$ cat config.mk
export PLATFORM = sky130hd
export DESIGN_NAME = instr_fetch
export DESIGN_NICKNAME = d
export VERILOG_FILES = /design/src/rtl/fetch_pkg.sv /design/src/rtl/fetch_imem.sv /design/src/rtl/instr_fetch.sv
export SDC_FILE = /design/constraint.sdc
export NUM_CORES = 1
export LEC_CHECK = 0
export ABC_AREA = 1
export CAP_MARGIN = 20
export CORE_ASPECT_RATIO = 1.5
export CORE_MARGIN = 2
export CORE_UTILIZATION = 36
export CTS_BUF_LIST = sky130_fd_sc_hd__clkbuf_4 sky130_fd_sc_hd__clkbuf_8
export DETAILED_ROUTE_END_ITERATION = 10
export PLACE_DENSITY = 0.59
export SETUP_SLACK_MARGIN = 0.5
export SYNTH_ARGS = -nofsm -noshare
export SYNTH_HDL_FRONTEND = slang
export SYNTH_SLANG_ARGS = --single-unit
$ cat constraint.sdc
create_clock -name clk -period 4.8 [get_ports clk]
set_input_delay 0.96 -clock clk [delete_from_list [all_inputs] [get_ports clk]]
set_output_delay 0.96 -clock clk [all_outputs]
set_load 0.005 [all_outputs]
$ cat src/rtl/fetch_pkg.sv
// Shared definitions for the instruction fetch/sequencer: instruction class
// encodings, per-class hold lengths, FSM states and the length lookup.
package fetch_pkg;

  localparam int DEF_INSTR_WIDTH = 20;
  localparam int DEF_PC_BITS     = 5;
  localparam int DEF_PROG_DEPTH  = 32;

  localparam logic [1:0] CLS_HALT  = 2'b00;
  localparam logic [1:0] CLS_STD   = 2'b01;
  localparam logic [1:0] CLS_LOAD  = 2'b10;
  localparam logic [1:0] CLS_STORE = 2'b11;

  localparam logic [2:0] LEN_STD   = 3'd3;
  localparam logic [2:0] LEN_LOAD  = 3'd4;
  localparam logic [2:0] LEN_STORE = 3'd3;

  typedef enum logic [1:0] {
    S_IDLE,
    S_LAUNCH,
    S_EXEC,
    S_HALT
  } state_t;

  // Cycles the control unit needs per class; halt never gets executed, so
  // its entry only keeps the hold-counter math from underflowing.
  function automatic logic [2:0] len_of(input logic [1:0] cls);
    case (cls)
      CLS_STD:   len_of = LEN_STD;
      CLS_LOAD:  len_of = LEN_LOAD;
      CLS_STORE: len_of = LEN_STORE;
      default:   len_of = 3'd1;
    endcase
  endfunction

endpackage

$ cat src/rtl/fetch_imem.sv
// Program memory: one synchronous write port, one combinational read port.
// The array has no reset so a loaded program survives rst.
module fetch_imem #(
  parameter int WIDTH = 20,
  parameter int AW    = 5,
  parameter int DEPTH = 32
) (
  input  logic             clk,
  input  logic             i_we,
  input  logic [AW-1:0]    i_waddr,
  input  logic [WIDTH-1:0] i_wdata,
  input  logic [AW-1:0]    i_raddr,
  output logic [WIDTH-1:0] o_rdata
);

  logic [WIDTH-1:0] r_mem [DEPTH];

  // Write port.
  always_ff @(posedge clk) begin
    if (i_we) r_mem[i_waddr] <= i_wdata;
  end

  assign o_rdata = r_mem[i_raddr];

endmodule

$ cat src/rtl/instr_fetch.sv
// Instruction fetch/sequencer for the control unit. Holds each instruction
// word on instr for exactly the cycles its class needs, then advances.
// Stops on a halt-class word or at the end of memory; only rst leaves HALT.
// Optional: define RETIRE_CNT_EN to add an 8-bit retired-instruction counter.
module instr_fetch
  import fetch_pkg::*;
#(
  parameter int INSTR_WIDTH = DEF_INSTR_WIDTH,
  parameter int PC_BITS     = DEF_PC_BITS,
  parameter int PROG_DEPTH  = DEF_PROG_DEPTH
) (
  input  logic                   clk,
  input  logic                   rst,
  input  logic                   load_en,
  input  logic [PC_BITS-1:0]     load_addr,
  input  logic [INSTR_WIDTH-1:0] load_data,
  input  logic                   run,
  output logic [INSTR_WIDTH-1:0] instr,
  output logic [PC_BITS-1:0]     pc,
  output logic                   busy,
  output logic                   halted
`ifdef RETIRE_CNT_EN
  ,
  output logic [7:0]             retired
`endif
);

  state_t                 r_state;
  logic [INSTR_WIDTH-1:0] r_instr;
  logic [PC_BITS-1:0]     r_pc;
  logic [2:0]             r_cnt;
  logic                   r_busy;
  logic                   r_halted;

  logic                   w_we;
  logic [PC_BITS-1:0]     w_raddr;
  logic [INSTR_WIDTH-1:0] w_rdata;
  logic [INSTR_WIDTH-1:0] w_word0;
  logic [1:0]             w_word0_cls;
  logic [1:0]             w_nxt_cls;
  logic [1:0]             w_cur_cls;
  logic                   w_last;

  // Programming is only accepted while idle; a running program is immutable.
  assign w_we = load_en && (r_state == S_IDLE);

  // Single read port: word 0 when starting, otherwise the next word.
  assign w_raddr = (r_state == S_IDLE) ? '0 : r_pc + PC_BITS'(1);

  fetch_imem #(
    .WIDTH(INSTR_WIDTH),
    .AW   (PC_BITS),
    .DEPTH(PROG_DEPTH)
  ) u_imem (
    .clk    (clk),
    .i_we   (w_we),
    .i_waddr(load_addr),
    .i_wdata(load_data),
    .i_raddr(w_raddr),
    .o_rdata(w_rdata)
  );

  // A word written to address 0 in the same cycle as run is used directly.
  assign w_word0     = (load_en && load_addr == '0) ? load_data : w_rdata;
  assign w_word0_cls = w_word0[INSTR_WIDTH-1 -: 2];
  assign w_nxt_cls   = w_rdata[INSTR_WIDTH-1 -: 2];
  assign w_cur_cls   = r_instr[INSTR_WIDTH-1 -: 2];
  assign w_last      = (r_pc == PC_BITS'(PROG_DEPTH - 1));

  // Sequencer FSM with registered outputs.
  always_ff @(posedge clk) begin
    if (rst) begin
      r_state  <= S_IDLE;
      r_instr  <= '0;
      r_pc     <= '0;
      r_cnt    <= '0;
      r_busy   <= 1'b0;
      r_halted <= 1'b0;
    end else begin
      case (r_state)
        S_IDLE: begin
          if (run) begin
            r_pc <= '0;
            if (w_word0_cls == CLS_HALT) begin
              r_instr  <= '0;
              r_halted <= 1'b1;
              r_state  <= S_HALT;
            end else begin
              r_instr <= w_word0;
              r_busy  <= 1'b1;
              r_state <= S_LAUNCH;
            end
          end
        end
        // One extra cycle for the control unit to leave its reset state.
        S_LAUNCH: begin
          r_cnt   <= len_of(w_cur_cls) - 3'd1;
          r_state <= S_EXEC;
        end
        S_EXEC: begin
          if (r_cnt != 3'd0) begin
            r_cnt <= r_cnt - 3'd1;
          end else if (w_last) begin
            r_instr  <= '0;
            r_busy   <= 1'b0;
            r_halted <= 1'b1;
            r_state  <= S_HALT;
          end else if (w_nxt_cls == CLS_HALT) begin
            r_pc     <= r_pc + PC_BITS'(1);
            r_instr  <= '0;
            r_busy   <= 1'b0;
            r_halted <= 1'b1;
            r_state  <= S_HALT;
          end else begin
            r_pc    <= r_pc + PC_BITS'(1);
            r_instr <= w_rdata;
            r_cnt   <= len_of(w_nxt_cls) - 3'd1;
          end
        end
        S_HALT: begin
          r_state <= S_HALT;
        end
        default: r_state <= S_IDLE;
      endcase
    end
  end

  assign instr  = r_instr;
  assign pc     = r_pc;
  assign busy   = r_busy;
  assign halted = r_halted;

`ifdef RETIRE_CNT_EN
  logic [7:0] r_retired;

  // One count per instruction whose hold period completes; wraps naturally.
  always_ff @(posedge clk) begin
    if (rst) begin
      r_retired <= '0;
    end else if (r_state == S_EXEC && r_cnt == 3'd0) begin
      r_retired <= r_retired + 8'd1;
    end
  end

  assign retired = r_retired;
`endif

endmodule

## Yosys cells after proc, flatten, opt, wreduce, memory -nomap -nowiden

Memory sizes are Yosys's and may differ from the RTL's.
Index checks and enable logic that the tools add are counted.

| word-level totals | value |
|---|---|
| register bits | 32 |
| bits in writable memories | 640 |
| bits of input ports | 29 |
| output and inout port bits | 27 |
| word-level logic and storage cells | 91 |
| memories kept | 1 |

Memories:

| memory | depth | bits a word | rd ports | clocked after memory_dff | wr ports | line | source |
|---|---|---|---|---|---|---|---|
| u_imem.r_mem | 32 | 20 | 1 | 0 | 1 | fetch_imem.sv:16 | `logic [WIDTH-1:0] r_mem [DEPTH];` |

| cells by class | value |
|---|---|
| add/sub/neg operators | 4 |
| equal/unequal tests | 18 |
| mux-type cells | 45 |
| reduce and logical (&&, ||, !) cells | 17 |

Operators by type and width:

| cell | count |
|---|---|
| $mux 20 | 6 |
| $pmux 20 s2 | 1 |
| $mux 3 | 10 |
| $mux 5 | 4 |
| $pmux 3 s2 | 3 |
| $eq 2x2->1 const B | 6 |
| $mux 1 | 12 |
| $mux 2 | 5 |
| $pmux 5 s2 | 1 |
| $reduce_and 5->1 | 2 |
| $ne 3x3->1 const B | 3 |
| $reduce_and 3->1 | 3 |
| $sub 3x1->3 const B | 3 |
| $ne 2x2->1 const B | 4 |
| $pmux 2 s4 | 1 |
| $eq 2x1->1 const B | 3 |
| $logic_not 2->1 | 3 |
| $add 5x1->5 const B | 1 |
| $eq 5x5->1 const B | 1 |
| $logic_not 5->1 | 1 |
| $pmux 1 s2 | 2 |
| $reduce_and 4->1 | 1 |
| $reduce_bool 2->1 | 2 |
| $reduce_or 2->1 | 2 |
| other kinds (3) | 4 |

## Logic depth before layout (Yosys ltp)

An unclocked memory read counts as a cell.

| logic depth | value |
|---|---|
| word-level depth | 16 |
| mapped depth | 20 |

## By module

From an unflattened synthesis, not the netlist that was laid out.

| unflattened totals | value |
|---|---|
| cell total of the unflattened synthesis | 2501 |
| area total of the unflattened synthesis | 28049.4 um^2 |

Modules (own cells, without submodules):

| module | instances | cells each | area each (um^2) |
|---|---|---|---|
| fetch_imem | 1 | 2210 | 26118.8 |
| instr_fetch | 1 | 291 | 1930.6 |

## Worst setup path after synthesis

OpenSTA, ideal clock, no wires.

| path | value |
|---|---|
| path kind | input to register |
| from | input load_en |
| to | memory u_imem.r_mem[10][0] (enable) |
| setup time | 397 ps |
| arrival time | 2257 ps |
| setup slack | 2146 ps |
| cell stages on the path | 4 |
| cells stage by stage | inv_1 > nor2_1 > nand3_1 > nor2_1 |

| between the ends | value |
|---|---|
| word-level cells in the longest chain between the ends | 3 |

Ends and longest elaborated chain:

| element | line | source |
|---|---|---|
| from (decl) | instr_fetch.sv:14 | `input logic load_en,` |
| $logic_and 1x1->1 | instr_fetch.sv:45 | `assign w_we = load_en && (r_state == S_IDLE);` |
| $mux 1 | fetch_imem.sv:20 | `if (i_we) r_mem[i_waddr] <= i_wdata;` |
| $mux 1 (not written as such) | fetch_imem.sv:20 |  |
| to (decl) | fetch_imem.sv:16 |  |

No other way between the ends.

## Worst setup path after layout

| path | value |
|---|---|
| from | register r_pc[1] (netlist: pc[1]) |
| to | register r_instr[6] (netlist: instr[6]) |

| between the ends | value |
|---|---|
| word-level cells in the longest chain between the ends | 8 |
| elaborated cells on any way between the ends | 13 |
| those cells by class | 1 x add/sub; 1 x eq/ne; 8 x mux; 2 x reduce/logical; 1 x memory |

Ends and longest elaborated chain:

| element | line | source |
|---|---|---|
| from (decl) | instr_fetch.sv:30 | `logic [PC_BITS-1:0] r_pc;` |
| from (signal assigned) | instr_fetch.sv:109 | `r_pc <= r_pc + PC_BITS'(1);` |
| from (signal assigned) | instr_fetch.sv:115 | `r_pc <= r_pc + PC_BITS'(1);` |
| $add 5x1->5 | instr_fetch.sv:48 | `assign w_raddr = (r_state == S_IDLE) ? '0 : r_pc + PC_BITS'(1);` |
| $mux 5 | instr_fetch.sv:48 |  |
| $mem_v2 32x20 | -- |  |
| $logic_not 2->1 / $mux 20 (equally long branches) | instr_fetch.sv:108, instr_fetch.sv:64 |  |
| $mux 20 / $logic_not 2->1 (equally long branches) | instr_fetch.sv:108, instr_fetch.sv:84 |  |
| $mux 20 (on tied branches) | instr_fetch.sv:103, instr_fetch.sv:84 |  |
| $mux 20 (on tied branches) | instr_fetch.sv:101, instr_fetch.sv:82 |  |
| $pmux 20 s2 * | instr_fetch.sv:80 | `case (r_state)` |
| to (signal assigned) | instr_fetch.sv:89 | `r_instr <= w_word0;` |
| to (signal assigned) | instr_fetch.sv:116 | `r_instr <= w_rdata;` |
| to (decl) | instr_fetch.sv:29 | `logic [INSTR_WIDTH-1:0] r_instr;` |

Mark *: on every way between the ends. The rest lies on a longest branch, timed or not. The select of a mux whose other input is x is not followed.
A chain may end at the register's enable or synchronous reset.

==> flow_summary.yaml <==
route:
  drt_first_pass_iters: 5
  drc: 0
  vias: 18870
  antenna_left: 0
  via_per_inst: 5.416
  wl_um: 81900
  wire_per_inst_um: 23.51
  drt-initial-drc-count: 2047
timing:
  hold_violations: 0
  finalMaxSlewViolations: 0
  setup_tns_ns: 0
  fin_skew_ns: 0.04317
  fin_crit_ns: 3.649
  rsz0062_at_grt: "false"
  max_freq_ghz: 0.2740
  final-setup-viol-count: 0
  worstMarginPinSlew_ns: 1.145
  fin_crit_sh_pct: 76.02
  relSlewSlack_pct: 23.46
  finalWorstSetupSlack_ns: 1.151
critical_path:
  crit_slowest_cell: "buf_4"
  critPathKind: "flip-flop to flip-flop"
  worstPathRequired_ns: 5.42
  cp_cell_sequence: "ha_1 > xor2_1 > nand2_4 > inv_4 > buf_4 > o21ai_0 > o22ai_1 > nand2_1 > nand3_1 > nand3_1 > nand3_1 > nand3_1 > a21oi_1"
  worstSetupEndpointType: "flip-flop"
  crit_buf_inv: 2
  arrival_ns: 4.27
  cp_top_family: "buffers and inverters"
  critPathMaxFanout: 44
  crit_top_cell: "nand3_1"
  worstSetupStartpointType: "flip-flop"
  crit_path_max_incr_delay_ns: 0.58
clock_network:
  postCtsSetupRepairBufs: 0
  cts_tree: "done"
  clock_latency_ns: 0.71
  ctsResizeCount: 0
  postCtsHoldBufs: 0
  cts_buffer_depth: 3
  cts_buffers: 97
  clockRootBuffer: "clkbuf_8"
  clk_pin_slew_ns: 0.06
  htreeDepth: 3
  clock-sinks: 672
placed_design:
  place_ws_ns: 1.239
  port_buffers: 55
  globalplace.congestion: 0.8371
  post-dp-hpwl_um: 47750
cells_and_area:
  fill_cells: 7009
  finalNetCount: 2432
  final_common_cell: "edfxtp_1"
  drive_gt1_share_pct: 14.42
  final_cell_mix: "640 x edfxtp_1, 461 x nand2_1, 224 x o21ai_0, 206 x nand3_1"
  syn_to_final_growth_pct: 14.30
floorplanning:
  die_width_um: 229.6
  die_area_um2: 78580
  die_height_um: 342.3
  row_count: 124
  start_util_pct: 36.21
  ios: 56
  coreArea_um2: 75870
synth:
  ys_ff_latch: 672
  ys_warn_count: 0
  synth_cell_types: 35
  avgSynthCellArea_um2: 11.93
  synth_cells: 2302
  syn_nets: 2334
  synth_top_area_cell: "edfxtp_1"
  synth_top_cell_area_share_pct: 69.96
  syn_area_um2: 27470
  ys_seq_area_share_pct: 72.29
  ys_top_cells_by_area: "edfxtp_1 70%, nand2_1 6.3%, o21ai_0 4.1%, nand3_1 3.8%, a21oi_1 3.2%"
grt:
  grt_max_degree: 92
  grt_pass1_vias: 18820
  grtUsageTotal_pct: 20.65
  grt_pass1_wl_um: 120600
  grt_antenna_before_repair: 1
  grt-ovfl-total: 0
hold_path:
  hold_class: "flip-flop to flip-flop"
pwr:
  p_leak_nw: 11.04
  p_per_area_nw_per_um2: 512.3
  ir_drop_mv: 0.3717
run_status:
  status: "completed"
run:
  max_cap_violations: 0
[power breakdown]
group,switching (mW),internal (mW),total (mW)
Sequential,0.153,6.58,6.73
Combinational,3.32,1.38,4.70
Clock,2.16,2.50,4.66
Total,5.63,10.5,16.1
[cell usage after synthesis, drive strengths merged]
cell type  instances
a31oi              2
nor4               1
o211ai            18
dfxtp             32
o22ai             68
inv               38
a21oi            184
o21ai            234
nand2            470
nor2             207
edfxtp           640
nand3            221
nor3               3
buf               66
clkbuf            82
or2               31
ha                 3
xor2               2
[worst reg2reg max path, stage by stage, from the launching register on]
cell and delay [ns]:
dfxtp_1 0.39, ha_1 0.24, xor2_1 0.30, nand2_4 0.29, inv_4 0.43, buf_4 0.58, o21ai_0 0.21, o22ai_1 0.39
nand2_1 0.09, nand3_1 0.09, nand3_1 0.22, nand3_1 0.14, nand3_1 0.08, a21oi_1 0.14
[routing by layer]
metal / GRT usage [%] / part of all wire, % / vias to the layer above
met1: 24.25 / 37 / 9323
met3: 2.946 / 6.8 / 224
li1: - / - / 8485
met2: 35.74 / 50 / 838
met4: 12.72 / 6.2 / 0
met5: 0 / 0 / -
[kinds of logic after synthesis]
kind of cell / count (synthesis) / synth area share [%]
compound gates: 506 / 9.943
xor+xnor: 2 / 0.06378
fa+ha+maj: 3 / 0.1367
buf+inv: 186 / 3.079
flops: 672 / 72.29
simple gates: 933 / 14.49
[sequential cells by signal (all words and copies together) (netlist names)]
name and flops:
busy 1, halted 1, instr 20, pc 5, r_cnt 3, r_state 2
u_imem.r_mem 640
[final cells by class]
class | count | area, µm² | share of cell area (%)
repair buffers | 147 | 1304 | 4.152
flip-flops and latches | 672 | 19860 | 63.25
inverters | 38 | 147.6 | 0.4702
multi-input cells | 1444 | 6862 | 21.85
clock inverters | 44 | 355.3 | 1.132
diodes | 1 | 2.502 | 0.007970
well taps | 1008 | 1261 | 4.017
clock buffers | 130 | 1608 | 5.121
[worst paths after layout]
check                          start                    end  slack [ns]  depth (start not counted)
hold / removal     busy$_SDFFE_PP0P_      busy$_SDFFE_PP0P_        0.45                          2
hold reg to reg    busy$_SDFFE_PP0P_      busy$_SDFFE_PP0P_        0.45                          2
setup reg to reg  pc[1]$_SDFFE_PP0P_  instr[6]$_SDFFE_PP0P_        1.15                         13
setup / recovery  pc[1]$_SDFFE_PP0P_  instr[6]$_SDFFE_PP0P_        1.15                         13
[stage by stage]
stage          total power [mW]  cells  hold slack [ns]  utilization [%]  area (µm²)
2_1_floorplan             9.971   2302           0.4418                -       27470
3_3_place_gp              11.46   3309           0.4448            38.80       29430
3_5_place_dp              11.52   3309           0.4442            38.80       29430
4_1_cts                   16.15   3483           0.4540            41.38       31400
5_1_grt                   16.86   3484           0.4749            41.39       31400
6_report                  16.09   3484           0.4525            41.39       31400
No activity file was read; power rests on OpenSTA's default activity.
